<file path="src/rtl/fetch_pkg.sv">
// Shared types and constants for the instruction fetch front-end.
package fetch_pkg;

  localparam int unsigned XLEN    = 32;
  localparam int unsigned INSTR_W = 32;

  localparam logic [XLEN-1:0] DEFAULT_RESET_PC = 32'h0000_0000;

  typedef enum logic [0:0] {
    RUN   = 1'b0,
    DRAIN = 1'b1
  } fetch_state_e;

  typedef struct packed {
    logic [INSTR_W-1:0] instr;
    logic [XLEN-1:0]    pc;
  } fetch_entry_t;

endpackage

</file>
<file path="src/rtl/fetch_queue.sv">
// In-order instruction queue: power-of-two ring buffer with push, pop and flush.
module fetch_queue
  import fetch_pkg::*;
#(
  parameter int unsigned DEPTH = 4
) (
  input  logic                     clk,
  input  logic                     rst_n,
  input  logic                     push_i,
  input  logic                     pop_i,
  input  logic                     flush_i,
  input  fetch_entry_t             data_i,
  output fetch_entry_t             head_o,
  output logic [$clog2(DEPTH):0]   count_o
);

  localparam int unsigned AW = $clog2(DEPTH);
  localparam int unsigned CW = AW + 1;

  fetch_entry_t    mem_q [DEPTH];
  logic [AW-1:0]   wr_ptr_q, wr_ptr_d;
  logic [AW-1:0]   rd_ptr_q, rd_ptr_d;
  logic [CW-1:0]   count_q, count_d;
  logic            do_pop;

  assign do_pop  = pop_i && (count_q != '0);
  assign head_o  = mem_q[rd_ptr_q];
  assign count_o = count_q;

  always_comb begin
    wr_ptr_d = wr_ptr_q;
    rd_ptr_d = rd_ptr_q;
    count_d  = count_q;
    if (flush_i) begin
      wr_ptr_d = '0;
      rd_ptr_d = '0;
      count_d  = '0;
    end else begin
      if (push_i) wr_ptr_d = wr_ptr_q + AW'(1);
      if (do_pop) rd_ptr_d = rd_ptr_q + AW'(1);
      unique case ({push_i, do_pop})
        2'b10:   count_d = count_q + CW'(1);
        2'b01:   count_d = count_q - CW'(1);
        default: count_d = count_q;
      endcase
    end
  end

  always_ff @(posedge clk or negedge rst_n) begin
    if (!rst_n) begin
      wr_ptr_q <= '0;
      rd_ptr_q <= '0;
      count_q  <= '0;
    end else begin
      wr_ptr_q <= wr_ptr_d;
      rd_ptr_q <= rd_ptr_d;
      count_q  <= count_d;
    end
  end

  // Storage needs no reset: head is only consumed while count is non-zero.
  always_ff @(posedge clk) begin
    if (push_i && !flush_i) mem_q[wr_ptr_q] <= data_i;
  end

endmodule

</file>
<file path="src/rtl/fetch_unit.sv">
// Fetch front-end: PC, credit-limited imem requests, response queue, decode handshake.
// Define FETCH_PERF_EN to add the perf_fetched / perf_dropped counters.
module fetch_unit
  import fetch_pkg::*;
#(
  parameter logic [XLEN-1:0] RESET_PC = DEFAULT_RESET_PC,
  parameter int unsigned     QDEPTH   = 4
) (
  input  logic               clk,
  input  logic               rst_n,
  output logic               imem_req_valid,
  input  logic               imem_req_ready,
  output logic [XLEN-1:0]    imem_req_addr,
  input  logic               imem_rsp_valid,
  input  logic [INSTR_W-1:0] imem_rsp_data,
  output logic               instr_valid,
  input  logic               instr_ready,
  output logic [INSTR_W-1:0] instr,
  output logic [XLEN-1:0]    pc_plus4,
  input  logic               redirect,
  input  logic [XLEN-1:0]    redirect_pc
`ifdef FETCH_PERF_EN
  ,
  output logic [31:0]        perf_fetched,
  output logic [31:0]        perf_dropped
`endif
);

  localparam int unsigned CW = $clog2(QDEPTH) + 1;
  // Headroom beyond QDEPTH: repeated redirects can stack discards on top of live requests.
  localparam int unsigned IW = CW + 3;
  localparam logic [XLEN-1:0] PC0 = {RESET_PC[XLEN-1:2], 2'b00};

  fetch_state_e    state_q, state_d;
  logic [XLEN-1:0] fetch_pc_q, fetch_pc_d;
  logic [XLEN-1:0] rsp_pc_q, rsp_pc_d;
  logic [IW-1:0]   inflight_q, inflight_d;
  logic [IW-1:0]   drop_cnt_q, drop_cnt_d;
  logic [IW-1:0]   live;
  logic [CW-1:0]   count;
  fetch_entry_t    head, push_entry;
  logic            accept, dropping, discard, push, pop;
  logic [XLEN-1:0] redirect_pc_aligned;

  assign redirect_pc_aligned = {redirect_pc[XLEN-1:2], 2'b00};

  assign live = IW'(count) + inflight_q - drop_cnt_q;
  // Gated by rst_n so the port reads idle while reset is held.
  assign imem_req_valid = rst_n && !redirect && (live < IW'(QDEPTH)) && (inflight_q != '1);
  assign imem_req_addr  = fetch_pc_q;
  assign accept         = imem_req_valid && imem_req_ready;

  assign dropping = (state_q == DRAIN);
  assign discard  = imem_rsp_valid && (dropping || redirect);
  assign push     = imem_rsp_valid && !discard;
  assign pop      = instr_valid && instr_ready && !redirect;

  // Surviving responses belong to requests issued since the last redirect,
  // which are sequential, so a single running PC labels them.
  assign push_entry = '{instr: imem_rsp_data, pc: rsp_pc_q};

  always_comb begin
    inflight_d = inflight_q + IW'(accept) - IW'(imem_rsp_valid);
    drop_cnt_d = drop_cnt_q;
    fetch_pc_d = fetch_pc_q;
    rsp_pc_d   = rsp_pc_q;
    if (redirect) begin
      drop_cnt_d = inflight_d;
      fetch_pc_d = redirect_pc_aligned;
      rsp_pc_d   = redirect_pc_aligned;
    end else begin
      if (discard) drop_cnt_d = drop_cnt_q - IW'(1);
      if (accept)  fetch_pc_d = fetch_pc_q + 32'd4;
      if (push)    rsp_pc_d   = rsp_pc_q + 32'd4;
    end
    state_d = (drop_cnt_d != '0) ? DRAIN : RUN;
  end

  always_ff @(posedge clk or negedge rst_n) begin
    if (!rst_n) begin
      state_q    <= RUN;
      fetch_pc_q <= PC0;
      rsp_pc_q   <= PC0;
      inflight_q <= '0;
      drop_cnt_q <= '0;
    end else begin
      state_q    <= state_d;
      fetch_pc_q <= fetch_pc_d;
      rsp_pc_q   <= rsp_pc_d;
      inflight_q <= inflight_d;
      drop_cnt_q <= drop_cnt_d;
    end
  end

  fetch_queue #(
    .DEPTH (QDEPTH)
  ) u_queue (
    .clk     (clk),
    .rst_n   (rst_n),
    .push_i  (push),
    .pop_i   (pop),
    .flush_i (redirect),
    .data_i  (push_entry),
    .head_o  (head),
    .count_o (count)
  );

  assign instr_valid = (count != '0);
  assign instr       = instr_valid ? head.instr : '0;
  assign pc_plus4    = instr_valid ? (head.pc + 32'd4) : '0;

`ifdef FETCH_PERF_EN
  logic [31:0] perf_fetched_q, perf_dropped_q;

  always_ff @(posedge clk or negedge rst_n) begin
    if (!rst_n) begin
      perf_fetched_q <= '0;
      perf_dropped_q <= '0;
    end else begin
      if (pop)     perf_fetched_q <= perf_fetched_q + 32'd1;
      if (discard) perf_dropped_q <= perf_dropped_q + 32'd1;
    end
  end

  assign perf_fetched = perf_fetched_q;
  assign perf_dropped = perf_dropped_q;
`endif

endmodule

</file>
<file path="config.mk">
export PLATFORM = sky130hd
export DESIGN_NAME = fetch_unit
export DESIGN_NICKNAME = d
export VERILOG_FILES = /design/src/rtl/fetch_pkg.sv /design/src/rtl/fetch_queue.sv /design/src/rtl/fetch_unit.sv
export SDC_FILE = /design/constraint.sdc
export NUM_CORES = 1
export LEC_CHECK = 0
export CORE_MARGIN = 4
export CORE_UTILIZATION = 60
export CTS_CLUSTER_SIZE = 10
export DETAILED_ROUTE_END_ITERATION = 7
export GPL_TIMING_DRIVEN = 0
export PLACE_DENSITY = 0.84
export SLEW_MARGIN = 0
export SYNTH_ARGS = -nofsm -noshare
export SYNTH_HDL_FRONTEND = slang
export SYNTH_SLANG_ARGS = --single-unit
</file>
<file path="constraint.sdc">
create_clock -name clk -period 7.19 [get_ports clk]
set_input_delay 1.0785 -clock clk [delete_from_list [all_inputs] [get_ports clk]]
set_output_delay 1.0785 -clock clk [all_outputs]
set_load 0.005 [all_outputs]
</file>
==> results_dict.tcl <==
set metrics [dict create \
    status "finished, final reports clean" \
    clock_path_buffers 3 \
    place_inst 1514 \
    final_cells 1571 \
    worstPathMaxFanout 10 \
    cts.hold.buffers_added 0 \
    ys_warn_count 0 \
    clk_pin_slew_ns 0.06 \
    grt-ovfl-total 0 \
    numCtsBuffers 39 \
    initialDrtViolationCount 770 \
    required_ns 7.56 \
    dp_hpwl_um 21900 \
    p_leak_nw 6.23 \
    die_h_um 165 \
    synthArstFlopShare_pct 24.4 \
    synth-edff-count 248 \
    worstPathCellList "inv_1 > fa_1 > inv_1 > ha_1 > and3b_1 > o41ai_1 > and4_1 > buf_6 > inv_4 > buf_6 > clkbuf_1 > ha_1 > inv_1 > ha_1 > inv_1 > fa_1 > xnor2_1 > nand2_1 > o21ai_0 > or3_1 > a211oi_1 > o2111ai_1" \
    die-area_um2 27300 \
    rows 57 \
    rsz0062_at_grt "false" \
    synthFlopType "edfxtp_1" \
    grtUsageMet2_pct 41.4 \
    ant_nets 0 \
    busiest_layer "met2" \
    finalClockSkew_ns 0.0150 \
    root_buffer "clkbuf_16" \
    wirelength_um 33400 \
    setup-violations-final 0 \
    met3_usage_pct 4.22 \
    pre_cts_ws_ns 1.77 \
    powerDensity_nw_per_um2 326 \
    start_util_pct 60.9 \
    final-seq-area_um2 9450 \
    drc 0 \
    synth.area.top_cells "edfxtp_1, dfrtp_1, mux4_2" \
    hold_viol_final 0 \
    cp_slowest_cell "o41ai_1" \
    dr.pass1.iters 5 \
    tightest_slew_ns 0.965 \
    whs_ns 0.456 \
    fp.coreArea_um2 24300 \
    slew_headroom_pct 35.2 \
    worstSetupEndpointType "flop" \
    setup_tns_ns 0 \
    p_total_mw 5.89 \
    antenna_found_initial 0 \
    fin_crit_sh_pct 75.7 \
    synth_common_cells "edfxtp_1, dfrtp_1, nand2_1" \
    num_vias 9497 \
    layout_setup_ws_ns 1.75 \
    postPlaceCellArea_um2 17000 \
    io_pins 168 \
    hold_class "in2async" \
    postCtsSetupRepairBufs 0 \
    gp_routability_congestion 0.926 \
    fin_util_pct 74.3 \
    postSynthCellCount 1022 \
    fin_nets 1328 \
    portBuffers 160 \
    clkSinkCount 328 \
    crit-reg2reg-capture "dropping" \
    criticalPathCategory "reg2reg" \
    cts_resized 0 \
    cts_max_level 2 \
    max_stage_delay_ns 0.66 \
    rr_worst_depth 22 \
    synth.most_common_cell "edfxtp_1" \
    die_w_um 165 \
    design_area_um2 18100 \
    cpMostUsedCell "inv_1" \
    fillers 1460 \
    startpoint_type "flop" \
    grt_use_met1_pct 34.3 \
    grt_start_max_net_pins 62 \
    ys_seq_elements 328 \
    drive_gt1_share_pct 12.6 \
    area_growth_pct 22.0 \
    layout_min_cycle_time_ns 5.44 \
    yosysTopAreaCell "edfxtp_1" \
    synth.distinct_cells 62 \
    grt_pass1_vias 9432 \
    multi_input_area_um2 4900 \
    r2r_slack_ns 1.75 \
    worstPathBufferInverterCount 8 \
    clk_latency_ns 0.52 \
    drv_cap 0 \
    crit_family "adder cells" \
    reg2reg_from "inflight_q[1]" \
    drt-wirelength-per-cell_um 21.2 \
    max_freq_mhz 184 \
    synth_area_um2 14800 \
    grt_use_total_pct 25.0 \
    crit_arrival_ns 5.82 \
    grt_pass1_wl_um 52100 \
    ir_drop_uv 244 \
    slew_viol_final 0 \
    vias_per_cell 6.05 \
    antenna_cells 0 \
    avgSynthCellArea_um2 14.5 \
    ys_seq_area_share_pct 63.8 \
    synth_top_cell_area_share_pct 50.3 \
    cts_tree "done" \
    crit_start "inflight_q[1]" \
]
## cell usage in the layout (no fill, tap or decap), types with 7 or more instances in the layout
cell | synthesis | final
o211ai_1 | 16 | 16
xnor2_1 | 50 | 50
clkdlybuf4s50_1 | 0 | 159
edfxtp_1 | 248 | 248
nor3_1 | 13 | 13
nand4_1 | 15 | 15
clkbuf_16 | 0 | 40
buf_6 | 7 | 7
buf_4 | 6 | 7
nand2_1 | 70 | 70
inv_1 | 51 | 51
or3_1 | 21 | 21
buf_2 | 7 | 7
ha_1 | 23 | 23
nand3_1 | 28 | 28
nor2_1 | 63 | 63
xor2_1 | 22 | 22
and3_1 | 21 | 17
a21oi_1 | 30 | 30
and2_1 | 38 | 38
mux4_2 | 62 | 62
clkbuf_1 | 25 | 37
dfrtp_1 | 80 | 80
o21ai_0 | 36 | 36
and4_1 | 7 | 7
## report_power, final
group	internal, mW	switching (mW)
sequential	2.17	0.122
clock	1.02	0.705
combinational	0.968	0.906
total	4.16	1.73
## metal layers
layer  routed length (um)  vias to the layer above  share of wire, %
met5                    0                        -                 0
met4                  936                        0               2.8
met3                 2780                       66               8.3
met2                16500                      505                50
met1                13100                     4691                39
li1                     -                     4235                 -
## worst reg2reg max path, delay by kind of cell (launching register included)
family / cells / cell delay [ns]
flops: 1 / 0.42
buf+inv: 8 / 0.92
simple gates: 4 / 0.98
xor+xnor: 1 / 0.17
compound gates: 4 / 1.09
fa+ha+maj: 5 / 1.73
## registers in the layout, indices dropped and copies added (netlist names)
signal	flops
u_queue.mem_q	248
imem_req_addr	30
rsp_pc_q	30
drop_cnt_q	6
inflight_q	6
u_queue.count_o	3
u_queue.rd_ptr_q	2
u_queue.wr_ptr_q	2
dropping	1
## cell type report
type,instances,share of cell area (%)
clock buffers,53,5.86
well taps,324,2.24
multi-input cells,596,27.1
clock inverters,4,0.215
flip-flops and latches,328,52.3
inverters,53,1.11
repair buffers,165,9.57
plain buffers,48,1.61
## how the worst max path moves through the flow
stage | end | cells past startpoint
detailed placement | dropping | 22
CTS | dropping | 22
floorplan | dropping | 22
global placement | dropping | 19
global route | dropping | 22
finish | dropping | 22
## kinds of logic (layout without fill, tap and decap cells)
| logic type | after synthesis | count (layout) | synth area share [%] |
|---|---|---|---|
| buffers and inverters | 101 | 323 | 3.33 |
| multiplexers | 63 | 63 | 9.49 |
| other | 1 | 4 | 0.0253 |
| AND/OR/NAND/NOR | 308 | 308 | 11.3 |
| AO/OA/AOI/OAI | 122 | 122 | 5.31 |
| flip-flops | 328 | 328 | 63.8 |
| XOR/XNOR | 72 | 72 | 4.26 |
| adder cells (fa/ha/maj) | 27 | 27 | 2.48 |
No activity file was read; power rests on OpenSTA's default activity.
==> patch: new RTL, same flow settings <==
Change the package constant `INSTR_W` from 32 to 28.
--- a/src/rtl/fetch_pkg.sv
+++ b/src/rtl/fetch_pkg.sv
@@ -2,7 +2,7 @@
 package fetch_pkg;
 
   localparam int unsigned XLEN    = 32;
-  localparam int unsigned INSTR_W = 32;
+  localparam int unsigned INSTR_W = 28;
 
   localparam logic [XLEN-1:0] DEFAULT_RESET_PC = 32'h0000_0000;
 
Ports: changed (resized imem_rsp_data and instr); port bits go from 168 to 160. No check against the original RTL was run, so the function may have changed too.
==> patch against the original RTL <==
Wire length up 0.22%. Area after synthesis fell by 4.2%. Sequential cell count is 16 lower. Setup slack worse by 0.095 ns. Total power fell by 5.0%. Cell area is 4.8% lower. Sequential power decreased by 4%. Critical endpoint unchanged. Largest power group unchanged.
==> patch: results (changes against the original RTL) <==
stage	metric	value	unit	change
timing	Slew headroom	40.4	%	was 35.2%
power	sequential power	2.20	mW	was 2.29 mW
route	drt via density	6.11		was 6.05
synthesis	post-synthesis xor/xnor area fraction	4.13	%	was 4.26%
clocking	Inserted Clock Buffers	37		was 39
timing	Hold WS	0.404	ns	was 0.456 ns
cells_and_area	Final nets	1296		was 1,328
synthesis	Post-synth EDFFs	232		was 248
place	GPL Wtd Cong	0.942		was 0.926
power	cell-internal power	3.92	mW	was 4.16 mW
global_route	largest net degree at the start of global routing	71		was 62
synthesis	Post-Synthesis Cells	1008		was 1,022
power	Power Density	325	nW/um^2	was 326 nW/um^2
cells_and_area	count of multi-input gates	597		was 596
global_route	number of global-route vias before repair	9653		was 9,432
synthesis	post-synthesis mux area share	9.55	%	was 9.49%
cells_and_area	Final Core Density	73.5	%	was 74.3%
synthesis	sequential-to-total area share from yosys stat	63.2	%	was 63.8%
cells_and_area	Non-clock inverters	51		was 53
cells_and_area	Non-Clock Buffer Area Fraction	10.5	%	was 11.2%
synthesis	most frequent cells after synthesis	edfxtp_1 (232), dfrtp_1 (80), nand2_1 (79), nor2_1 (52), inv_1 (51)		was edfxtp_1 (248), dfrtp_1 (80), nand2_1 (70), nor2_1 (63), mux4_2 (62)
cells_and_area	sequential share of cell area	52.1	%	was 52.3%
power	Worst VDD drop	0.284	mV	was 0.244 mV
synthesis	synthesized-area fraction occupied by adder cells	2.59	%	was 2.48%
critical_path	R2R Setup Slk	1.65	ns	was 1.75 ns
route	routed len/inst	21.7	microns	was 21.2 microns
floorplan	Die W	162	microns	was 165 microns
critical_path	CP peak stage delay	0.54	ns	was 0.66 ns
place	IO Port Bufs	152		was 160
power	P_leak	5.93	nW	was 6.23 nW
global_route	first-pass GRT wire length	52900	microns	was 52,100 microns
cells_and_area	nonclk buf count	204		was 213
cells_and_area	clkbuf count	51		was 53
place	dpl hpwl	21800	microns	was 21,900 microns
cells_and_area	layout cells sized above 1	9.52	%	was 12.6%
outcome	status	finished clean		unchanged
route	WL final	33400	microns	about the same
power	clock power share	29.4	%	was 29.3%
cells_and_area	multi-input combinational cell area	4800	sq um	was 4900 sq um
cells_and_area	number of flip-flops in the largest register	232		was 248
clocking	clock sink count	312		was 328
critical_path	crit path max-delay cell type	fa_1		was o41ai_1
synthesis	Cell variety after synth	57		was 62
synthesis	post-synthesis compound-gate area fraction	5.76	%	was 5.31%
place	placed inst area	16200	sq um	was 17,000 sq um
timing	Setup Skew	0.0146	ns	was 0.0150 ns
## patch: logic make-up after synthesis
kind of cell	Yosys count
xor+xnor	67
flops	312
buf+inv	102
compound gates	130
other cells	1
mux	58
simple gates	311
fa+ha+maj	27
## patch: metal layers
metal	wire, microns	GRT usage (%)	vias up	share of wire, %
met4	1070	9.07	0	3.2
met5	0	0	-	0
met1	13200	35.1	4619	39
li1	-	-	4181	-
met3	2580	4.36	91	7.7
met2	16600	42.8	507	50
## patch: worst register-to-register path, stage by stage (launching register included)
cell and delay [ns]:
dfrtp_1 0.43, inv_1 0.11, fa_1 0.54, inv_1 0.04, ha_1 0.27, and3b_1 0.18, o41ai_1 0.54, and4_1 0.36
inv_1 0.07, clkbuf_1 0.23, clkbuf_1 0.37, ha_1 0.39, inv_1 0.06, ha_1 0.17, inv_1 0.06, fa_1 0.40
xnor2_1 0.18, nand2_1 0.08, o21ai_0 0.10, or3_1 0.40, a211oi_1 0.26, o2111ai_1 0.16
